`src/rtl/sipo_deser_if.sv`:
```
// Signal bundle between a serial source / parallel sink and sipo_deser.
// The slave modport is the deserializer's view; master is the environment's.
interface sipo_deser_if #(
  parameter int WIDTH = 8
) ();
  logic                       sin;
  logic                       shift;
  logic                       sync_n;
  logic [WIDTH-1:0]           shreg;
  logic [$clog2(WIDTH)-1:0]   cnt;
  logic [WIDTH-1:0]           pout;
  logic                       valid;
  logic                       ready;
  logic                       overrun;
  logic                       clr_ovr;

  modport slave (
    input  sin, shift, sync_n, ready, clr_ovr,
    output shreg, cnt, pout, valid, overrun
  );

  modport master (
    output sin, shift, sync_n, ready, clr_ovr,
    input  shreg, cnt, pout, valid, overrun
  );
endinterface

```
`src/rtl/sipo_deser.sv`:
```
// Serial-in/parallel-out deserializer with frame align and a valid/ready holding register.
// Define SIPO_OVERRUN_EN to drop words on back-pressure and raise a sticky overrun flag.
module sipo_deser #(
  parameter int WIDTH     = 8,
  parameter bit MSB_FIRST = 1'b1
) (
  input  logic        clk,
  input  logic        nRST,
  sipo_deser_if.slave bus
);
  localparam int            CW   = $clog2(WIDTH);
  localparam logic [CW-1:0] LAST = CW'(WIDTH - 1);

  logic [WIDTH-1:0] shreg_q;
  logic [WIDTH-1:0] shreg_nxt;
  logic [CW-1:0]    cnt_q;
  logic [WIDTH-1:0] pout_q;
  logic             valid_q;
  logic             overrun_q;
  logic             word_done;
  logic             consume;
  logic             drop;
  logic             load;

  always_comb begin
    if (MSB_FIRST) shreg_nxt = {shreg_q[WIDTH-2:0], bus.sin};
    else           shreg_nxt = {bus.sin, shreg_q[WIDTH-1:1]};
  end

  assign word_done = bus.shift && bus.sync_n && (cnt_q == LAST);
  assign consume   = valid_q && bus.ready;

`ifdef SIPO_OVERRUN_EN
  assign drop = word_done && valid_q && !bus.ready;
`else
  assign drop = 1'b0;
`endif
  assign load = word_done && !drop;

  // Frame align wins over shift and leaves the shift register untouched.
  always_ff @(posedge clk or negedge nRST) begin
    if (!nRST) begin
      shreg_q <= '0;
      cnt_q   <= '0;
    end else if (!bus.sync_n) begin
      cnt_q <= '0;
    end else if (bus.shift) begin
      shreg_q <= shreg_nxt;
      cnt_q   <= word_done ? '0 : cnt_q + 1'b1;
    end
  end

  always_ff @(posedge clk or negedge nRST) begin
    if (!nRST) begin
      pout_q  <= '0;
      valid_q <= 1'b0;
    end else if (load) begin
      pout_q  <= shreg_nxt;
      valid_q <= 1'b1;
    end else if (consume) begin
      valid_q <= 1'b0;
    end
  end

`ifdef SIPO_OVERRUN_EN
  // A drop on the same edge as clr_ovr keeps the flag set.
  always_ff @(posedge clk or negedge nRST) begin
    if (!nRST)            overrun_q <= 1'b0;
    else if (drop)        overrun_q <= 1'b1;
    else if (bus.clr_ovr) overrun_q <= 1'b0;
  end
`else
  logic unused_clr_ovr;
  assign unused_clr_ovr = bus.clr_ovr;
  assign overrun_q      = 1'b0;
`endif

  assign bus.shreg   = shreg_q;
  assign bus.cnt     = cnt_q;
  assign bus.pout    = pout_q;
  assign bus.valid   = valid_q;
  assign bus.overrun = overrun_q;
endmodule

```
`src/flat_wrapper.sv`:
```
// flat-port wrapper written by rule: the top's interface ports become plain ports
module sipo_deser_flat 
#(
  parameter int WIDTH     = 8,
  parameter bit MSB_FIRST = 1'b1
)
  (clk, nRST, bus_sin, bus_shift, bus_sync_n, bus_ready, bus_clr_ovr, bus_shreg, bus_cnt, bus_pout, bus_valid, bus_overrun);
  sipo_deser_if #(.WIDTH(WIDTH)) bus_i ();
  input  logic clk;
  input  logic nRST;
  input wire logic [$bits(bus_i.sin)-1:0] bus_sin;
  input wire logic [$bits(bus_i.shift)-1:0] bus_shift;
  input wire logic [$bits(bus_i.sync_n)-1:0] bus_sync_n;
  input wire logic [$bits(bus_i.ready)-1:0] bus_ready;
  input wire logic [$bits(bus_i.clr_ovr)-1:0] bus_clr_ovr;
  output wire logic [$bits(bus_i.shreg)-1:0] bus_shreg;
  output wire logic [$bits(bus_i.cnt)-1:0] bus_cnt;
  output wire logic [$bits(bus_i.pout)-1:0] bus_pout;
  output wire logic [$bits(bus_i.valid)-1:0] bus_valid;
  output wire logic [$bits(bus_i.overrun)-1:0] bus_overrun;
  assign bus_i.sin = bus_sin;
  assign bus_i.shift = bus_shift;
  assign bus_i.sync_n = bus_sync_n;
  assign bus_i.ready = bus_ready;
  assign bus_i.clr_ovr = bus_clr_ovr;
  assign bus_shreg = bus_i.shreg;
  assign bus_cnt = bus_i.cnt;
  assign bus_pout = bus_i.pout;
  assign bus_valid = bus_i.valid;
  assign bus_overrun = bus_i.overrun;
  sipo_deser #(.WIDTH(WIDTH), .MSB_FIRST(MSB_FIRST)) u_core (.clk(clk), .nRST(nRST), .bus(bus_i));
endmodule
```
`config.mk`:
```
export PLATFORM = sky130hd
export DESIGN_NAME = sipo_deser_flat
export DESIGN_NICKNAME = d
export VERILOG_FILES = /design/src/rtl/sipo_deser_if.sv /design/src/rtl/sipo_deser.sv /design/src/flat_wrapper.sv
export SDC_FILE = /design/constraint.sdc
export NUM_CORES = 1
export LEC_CHECK = 0
export CAP_MARGIN = 0
export CORE_ASPECT_RATIO = 1.2
export CORE_MARGIN = 2
export CORE_UTILIZATION = 43
export CTS_CLUSTER_DIAMETER = 50
export DETAILED_ROUTE_END_ITERATION = 8
export PLACE_DENSITY = 0.78
export SLEW_MARGIN = 20
export SYNTH_ARGS = -nofsm -noshare
export SYNTH_HDL_FRONTEND = slang
export SYNTH_SLANG_ARGS = --single-unit
```
`constraint.sdc`:
```
create_clock -name clk -period 1.5 [get_ports clk]
set_input_delay 0.15 -clock clk [delete_from_list [all_inputs] [get_ports clk]]
set_output_delay 0.15 -clock clk [all_outputs]
set_load 0.05 [all_outputs]
```
# After elaboration in Yosys (flattened, before gate mapping)
# Cells that the tools add are included.
dict set report word_totals {
  register_bits 20
  inputBits 7
}
dict set report classes {
  add_sub_neg 1
  n_eq_ne 2
  n_mux 5
  n_reduce_logical 5
}
# operator n
set op_table {}
lappend op_table {{$mux 3} 3}
lappend op_table {{$add 3x1->3 const B} 1}
lappend op_table {{$eq 3x3->1 const B} 1}
lappend op_table {{$logic_and 1x1->1} 3}
lappend op_table {{$mux 1} 2}
lappend op_table {{$ne 2x2->1 const B} 1}
lappend op_table {{$reduce_and 2->1} 1}
lappend op_table {{$reduce_bool 2->1} 1}

# Logic depth before layout (Yosys ltp)
# Gate-level depths: netlist (run 1).
dict set report depth {
  ltp_word 5
  mapped_depth 4
  depth_no_buf 4
}

# Worst setup path before layout (run 1)
# Ideal clock, no wire load.
dict set report synth_path {
  kind {register to register}
  start {register u_core.cnt_q[0] (netlist: u_core.bus.cnt[0])}
  end {register u_core.pout_q[0] (netlist: u_core.bus.pout[0])}
  slack_ns -0.161
  setup_time_ns 0.125
  path_buffers 0
  arrival_ns 1.537
  path_stages_with_launch 5
  synth_period_minus_slack_ns 1.661
  required_time_ns 1.375
  path_cell_list {dfrtp_1 -> ha_1 -> ha_1 -> nand3_4 -> mux2_2}
}
dict set report synth_between {
  elab_chain_len 2
}
# item line
set synth_lines {}
lappend synth_lines {{from (decl)} sipo_deser.sv:16} ;# logic [CW-1:0] cnt_q;
lappend synth_lines {{from (signal assigned)} sipo_deser.sv:49} ;# cnt_q <= word_done ? '0 : cnt_q + 1'b1;
lappend synth_lines {{$eq 3x3->1} sipo_deser.sv:30} ;# assign word_done = bus.shift && bus.sync_n && (cnt_q == LAST);
lappend synth_lines {{$logic_and 1x1->1} sipo_deser.sv:30}
lappend synth_lines {{to (signal assigned)} sipo_deser.sv:58} ;# pout_q <= shreg_nxt;
lappend synth_lines {{to (decl)} sipo_deser.sv:17} ;# logic [WIDTH-1:0] pout_q;
# No other way between the ends.
# A chain may end at the register's enable or synchronous reset.

# Worst setup path after layout (run 1)
# Ends and elaborated chain as after synthesis.

==> key figures, run 1 <==
Run status
  – Status: complete, no violations

Synth
  – Avg Synthesized Cell Area: approximately 15 µm²
  – Post-synthesis cell type count: 16
  – Mapped Area: 815.8 µm²
  – Cells after Synth: 53
  – Simple-gate portion of the synthesized area: under 10%
  – Synth Net Count: 62
  – Post-Synth Adder-Cell Area: 3.067%
  – Post-synthesis sequential area ratio: around 61%
  – Synth Area in XOR/XNOR: 0%
  – Register bit total from synthesis: 20
  – Post-synthesis compound-gate area fraction: 2.454%
  – Yosys warnings: 0
  – Largest family of logic cells by synthesized area: multiplexers
  – Mux contribution to synthesized area: 23.31%

Worst setup path
  – Worst Path Max Fanout: 9
  – Worst Setup Start Kind: flip-flop
  – Critical Path Max Stage Delay: 440 ps
  – Slowest cell on the critical path: dfrtp_2
  – Critical path's most frequent cell: ha_2
  – CP required: 1680 ps
  – CP arrival: roughly 1600 ps
  – Crit-path cells: ha_2 > ha_2 > nand3_4 > mux2_2
  – Setup crit end kind: flip-flop
  – Critical path type: reg2reg

Clocking
  – CTS root buf: clkbuf_4
  – TritonCTS Buffers: 3
  – Clk_lat worst skew: 290 ps
  – Max H-tree Level: 1
  – CTS clk-pin slew, worst paths: approximately 110 ps
  – # hold bufs at CTS: 0
  – CTS Buffer Depth: 2
  – # Post-CTS Setup Buffers: 0
  – CTS Sinks: 20
  – Post-cts repair resize count: 0
  – CTS tree: yes

Layout
  – # diodes: 0
  – Register Area: 503.0 µm²
  – Final instance area: 1074 µm²
  – Fillers: 153
  – Fin nets: 92
  – Multi-input logic area: 301.5 µm²
  – Layout area overhead: 31.60%
  – Share of cells above drive strength 1: 57.32%

Route
  – Final ANT Viol Nets: 0
  – Routed via count: 506
  – # DRC: 0
  – Detailed Route WL: 1352 µm
  – Pre-antenna DRT Iters: 3
  – Post-DR wirelength/cell: 13.39 µm
  – Iter 0 DRT Violations: 3
  – Via density: 5.010

Power and ir drop
  – PD cells: 1464 nW/µm²
  – Tot Pwr: 1.571 mW
  – Worst vdd ir: around 1 mV
  – Leak: 0.5333 nW

Timing
  – Tcrit/Tclk final: 95.26%
  – Post-Route Setup TNS: 0 ps
  – Final setup violation count: 0
  – Unrepaired setup endpoints after global routing: false
  – Final worst slack: 71.07 ps
  – Final Skew: a little over 6 ps
  – Max frequency: 0.6998 GHz
  – Min cycle time layout: 1429 ps
  – Max-slew violations: 0
  – Final hold vios: 0

Placement
  – Placed Area: roughly 1000 µm²
  – Dpl hpwl: around 1000 µm
  – Routability cong.: 0.6240
  – IO buf count: 25
  – Setup slack at placement: 82.29 ps

Die
  – # rows: 17
  – Die ar.: 2263 µm²
  – Die Y: 51.72 µm
  – I/O Pins: 28
  – Width of the die: 43.76 µm
  – Core Area: between 1500 and 2000 µm²
  – Starting Density: 45.12%

Global routing
  – Grt total ovfl: 0
  – Total GRT Usage: 13.72%
  – Initial antenna violation count: 0
  – Vias in the first global route: ~500
  – First-pass GRT wire length: 2256 µm
  – Largest net degree at the start of global routing: 21

Job
  – Max-cap viol count: 0

Hold path
  – HP Class: in2async
-- per-stage QoR --
stage | instances | hold WS, ps | util [%]
after floorplan | 53 | -145.6 | -
after global placement | 97 | 491.7 | 57.92
after detailed placement | 97 | 495.5 | 57.92
after CTS | 101 | 175.0 | 59.38
after global routing | 101 | 191.9 | 59.38
final | 101 | 174.2 | 59.38
-- layout by cell type (no fill, tap or decap), drive strengths merged --
cell,count
buf,22
dfrtp,20
mux2,16
clkdlybuf4s50,5
clkbuf,4
nor2b,2
ha,2
nand3,1
mux2i,1
nand2b,1
nand3b,1
a21boi,1
nand2,1
nor3b,1
o21a,1
inv,1
o21ai,1
conb,1
-- sequential cells by signal (all words and copies together), names as in the netlist --
| signal | flops |
|---|---|
| u_core.bus.shreg | 8 |
| u_core.bus.pout | 8 |
| u_core.bus.cnt | 3 |
| u_core.bus.valid | 1 |
-- Yosys cell counts (all sizes together) --
cell / n / area (µm²)
dfrtp: 20 / 500.5
mux2: 16 / 180.2
buf: 2 / 15.01
ha: 2 / 25.02
nor2b: 2 / 12.51
a21boi: 1 / 7.510
conb: 1 / 3.750
inv: 1 / 3.750
mux2i: 1 / 10.01
nand2: 1 / 6.260
nand2b: 1 / 6.260
nand3: 1 / 17.52
nand3b: 1 / 7.510
nor3b: 1 / 7.510
o21a: 1 / 7.510
o21ai: 1 / 5.000
-- worst max-delay path, delay by kind of cell (launching register included) --
| family | cells | cell delay, ps |
|---|---|---|
| adders and majority gates | 2 | 390 |
| muxes | 1 | 350 |
| and+or+nand+nor | 1 | 140 |
| DFF | 1 | 440 |
-- routing by layer --
layer | part of all wire, % | global-route usage [%] | wire [µm]
met5 | 0 | 0 | 0
met1 | 46 | 18.66 | 617
met3 | 8.9 | 3.125 | 121
met4 | 0 | 6.061 | 0
met2 | 45 | 20.83 | 613
-- cell families (layout without fill, tap and decap cells) --
group                    count (synthesis)  in the layout
flip-flops                              20             20
multiplexers                            17             17
adder cells (fa/ha/maj)                  2              2
AND/OR/NAND/NOR                          7              7
AO/OA/AOI/OAI                            3              3
buffers and inverters                    3             32
other                                    1              1
-- power breakdown --
| part | total (mW) | internal, mW | switching, mW | leakage (nW) |
|---|---|---|---|---|
| Clock | 0.257 | 0.103 | 0.153 | 0.0150 |
| Sequential | 0.708 | 0.629 | 0.0791 | 0.259 |
| Combinational | 0.607 | 0.201 | 0.406 | 0.259 |
| Total | 1.57 | 0.933 | 0.638 | 0.533 |
-- cell type report --
class / instances / share of cell area (%)
multi-input cells: 30 / 28.09
inverters: 1 / 0.3497
repair buffers: 27 / 20.05
flip-flops and latches: 20 / 46.85
well taps: 19 / 2.214
clock buffers: 4 / 2.448
-- worst paths after layout --
kind,slack (ps),startpoint,depth (start not counted),endpoint
max in group asynchronous,1110,nRST,2,u_core.bus.cnt[0]
min in group clk,410,bus_ready,2,u_core.bus.valid
setup / recovery,70,u_core.bus.cnt[0],4,u_core.bus.pout[0]
hold reg to reg,520,u_core.bus.pout[5],1,u_core.bus.pout[5]
setup reg to reg,70,u_core.bus.cnt[0],4,u_core.bus.pout[0]
hold / removal,170,nRST,2,u_core.bus.pout[1]
No activity file was read; power rests on OpenSTA's default activity.
==> run 2, diff against run 1 <==
--- a/config.mk
+++ b/config.mk
@@ -12,6 +12,7 @@
 export CTS_CLUSTER_DIAMETER = 50
 export DETAILED_ROUTE_END_ITERATION = 8
 export PLACE_DENSITY = 0.78
+export SETUP_SLACK_MARGIN = 0.1
 export SLEW_MARGIN = 20
 export SYNTH_ARGS = -nofsm -noshare
 export SYNTH_HDL_FRONTEND = slang
==> key figures, run 2 (synthesis results as in run 1) <==
Worst setup path
  – Worst Setup Start Kind: flip-flop
  – Worst Path Max Fanout: 4
  – CP required: 1680 ps
  – RR Startpoint: u_core.bus.cnt[0]
  – Setup crit end kind: flip-flop
  – R2r setup slk: between 150 and 200 ps
  – Critical path's most frequent cell: ha_4
  – Critical Path Max Stage Delay: 450 ps
  – CP arrival: between 1500 and 2000 ps
  – Reg2reg end: u_core.bus.pout[2]
  – Slowest cell on the critical path: dfrtp_2
  – Worst r2r path cells: 4
  – Crit-path cells: ha_4 > ha_4 > nand3_2 > mux2_2
  – Critical path type: reg2reg

Clocking
  – Clk_lat worst skew: 290 ps
  – CTS Sinks: 20
  – Max H-tree Level: 1
  – CTS clk-pin slew, worst paths: 100 ps
  – # hold bufs at CTS: 0
  – TritonCTS Buffers: 3
  – CTS tree: yes
  – CTS root buf: clkbuf_4
  – CTS Buffer Depth: 2

Layout
  – Layout area overhead: 34.82%
  – Commonest non-fill, non-tap cell in the layout: buf_4
  – Fillers: approximately 140
  – # diodes: 0
  – Share of cells above drive strength 1: 58.54%
  – Register Area: 503.0 µm²
  – Multi-input logic area: 331.6 µm²
  – Fin nets: 93
  – Final instance area: around 1100 µm²
  – Most frequent cells in the layout: buf_4 (22), dfrtp_1 (18), mux2_2 (16), clkdlybuf4s50_1 (5), clkbuf_4 (3)

Global routing
  – First-pass GRT wire length: 2297 µm
  – Largest net degree at the start of global routing: 21
  – Vias in the first global route: between 500 and 600
  – Total GRT Usage: approximately 14%
  – Grt total ovfl: 0
  – Initial antenna violation count: 0

Placement
  – Routability cong.: 0.6730
  – Dpl hpwl: 1009 µm
  – IO buf count: 25
  – Placed Area: 1067 µm²

Route
  – Routed via count: 523
  – # DRC: 0
  – Detailed Route WL: 1385 µm
  – Iter 0 DRT Violations: 1
  – Pre-antenna DRT Iters: 2
  – Post-DR wirelength/cell: 13.71 µm
  – Via density: 5.178
  – Final ANT Viol Nets: 0

Timing
  – Unrepaired setup endpoints after global routing: false
  – Post-Route Setup TNS: 0 ps
  – Min cycle time layout: roughly 1300 ps
  – Max-slew violations: 0
  – Final setup violation count: 0
  – Tcrit/Tclk final: around 90%
  – Final hold vios: 0
  – Final Skew: 4.016 ps
  – Max frequency: 0.7453 GHz

Die
  – Core Area: 1808 µm²
  – I/O Pins: 28
  – # rows: 17
  – Starting Density: 45.12%
  – Die ar.: 2263 µm²
  – Die Y: 51.72 µm
  – Width of the die: approximately 44 µm

Power and ir drop
  – Worst vdd ir: 1.067 mV
  – Leak: 0.5332 nW
  – PD cells: 1416 nW/µm²

Job
  – Max-cap viol count: 0

Run status
  – Status: complete, no violations

Hold path
  – HP Class: in2async
[run 2: final cells by class]
type	instances	share of cell area, %
repair buffers	27	19.57
flip-flops and latches	20	45.73
clock buffers	3	2.048
multi-input cells	31	30.15
well taps	19	2.162
inverters	1	0.3413
[run 2: layer usage]
layer,track usage [%],up-vias,part of all wire (%)
met4,6.061,0,0.87
met2,21.32,19,47
met1,18.08,257,46
li1,-,245,-
met5,0,-,0
met3,3.125,2,6.7
[run 2: how the worst max path moves through the flow]
stage	from	to	slack, ps	cells after the start
6_report	u_core.bus.cnt[0]	u_core.bus.pout[2]	160	4
3_5_place_dp	bus_sync_n	u_core.bus.shreg[2]	90	3
3_3_place_gp	bus_sync_n	u_core.bus.shreg[2]	100	3
5_1_grt	u_core.bus.cnt[0]	u_core.bus.pout[0]	120	4
2_1_floorplan	u_core.bus.cnt[1]	u_core.bus.pout[0]	70	4
4_1_cts	u_core.bus.cnt[0]	u_core.bus.pout[7]	130	4
[run 2: report_power, final]
group          switching (mW)  internal (mW)
logic                   0.406          0.203
clock network           0.144         0.0932
registers              0.0823          0.629
total                   0.633          0.925
[run 2: timing repair]
item | 4_1_cts | 5_1_grt
setup buffers | 0 | 0
gates resized for setup | 0 | 0
endpoints found under the setup margin | 0 | 4
[run 2: critical path: cells and delay by family, from the launching register on]
kind | cells | cell delay, ps
simple gates | 1 | 110
fa+ha+maj | 2 | 340
mux | 1 | 350
flops | 1 | 450
[run 2: metrics by stage]
stage | util, % | power, mW | setup WS (ps) | hold slack, ps | instances
2_1_floorplan | - | 1.128 | 67.93 | -145.6 | 53
3_3_place_gp | 59.03 | 1.326 | 104.5 | 490.6 | 97
3_5_place_dp | 59.03 | 1.339 | 94.95 | 496.6 | 97
4_1_cts | 60.28 | 1.573 | 130.9 | 191.7 | 100
5_1_grt | 60.83 | 1.630 | 118.8 | 202.4 | 101
6_report | 60.83 | 1.557 | 158.3 | 185.0 | 101
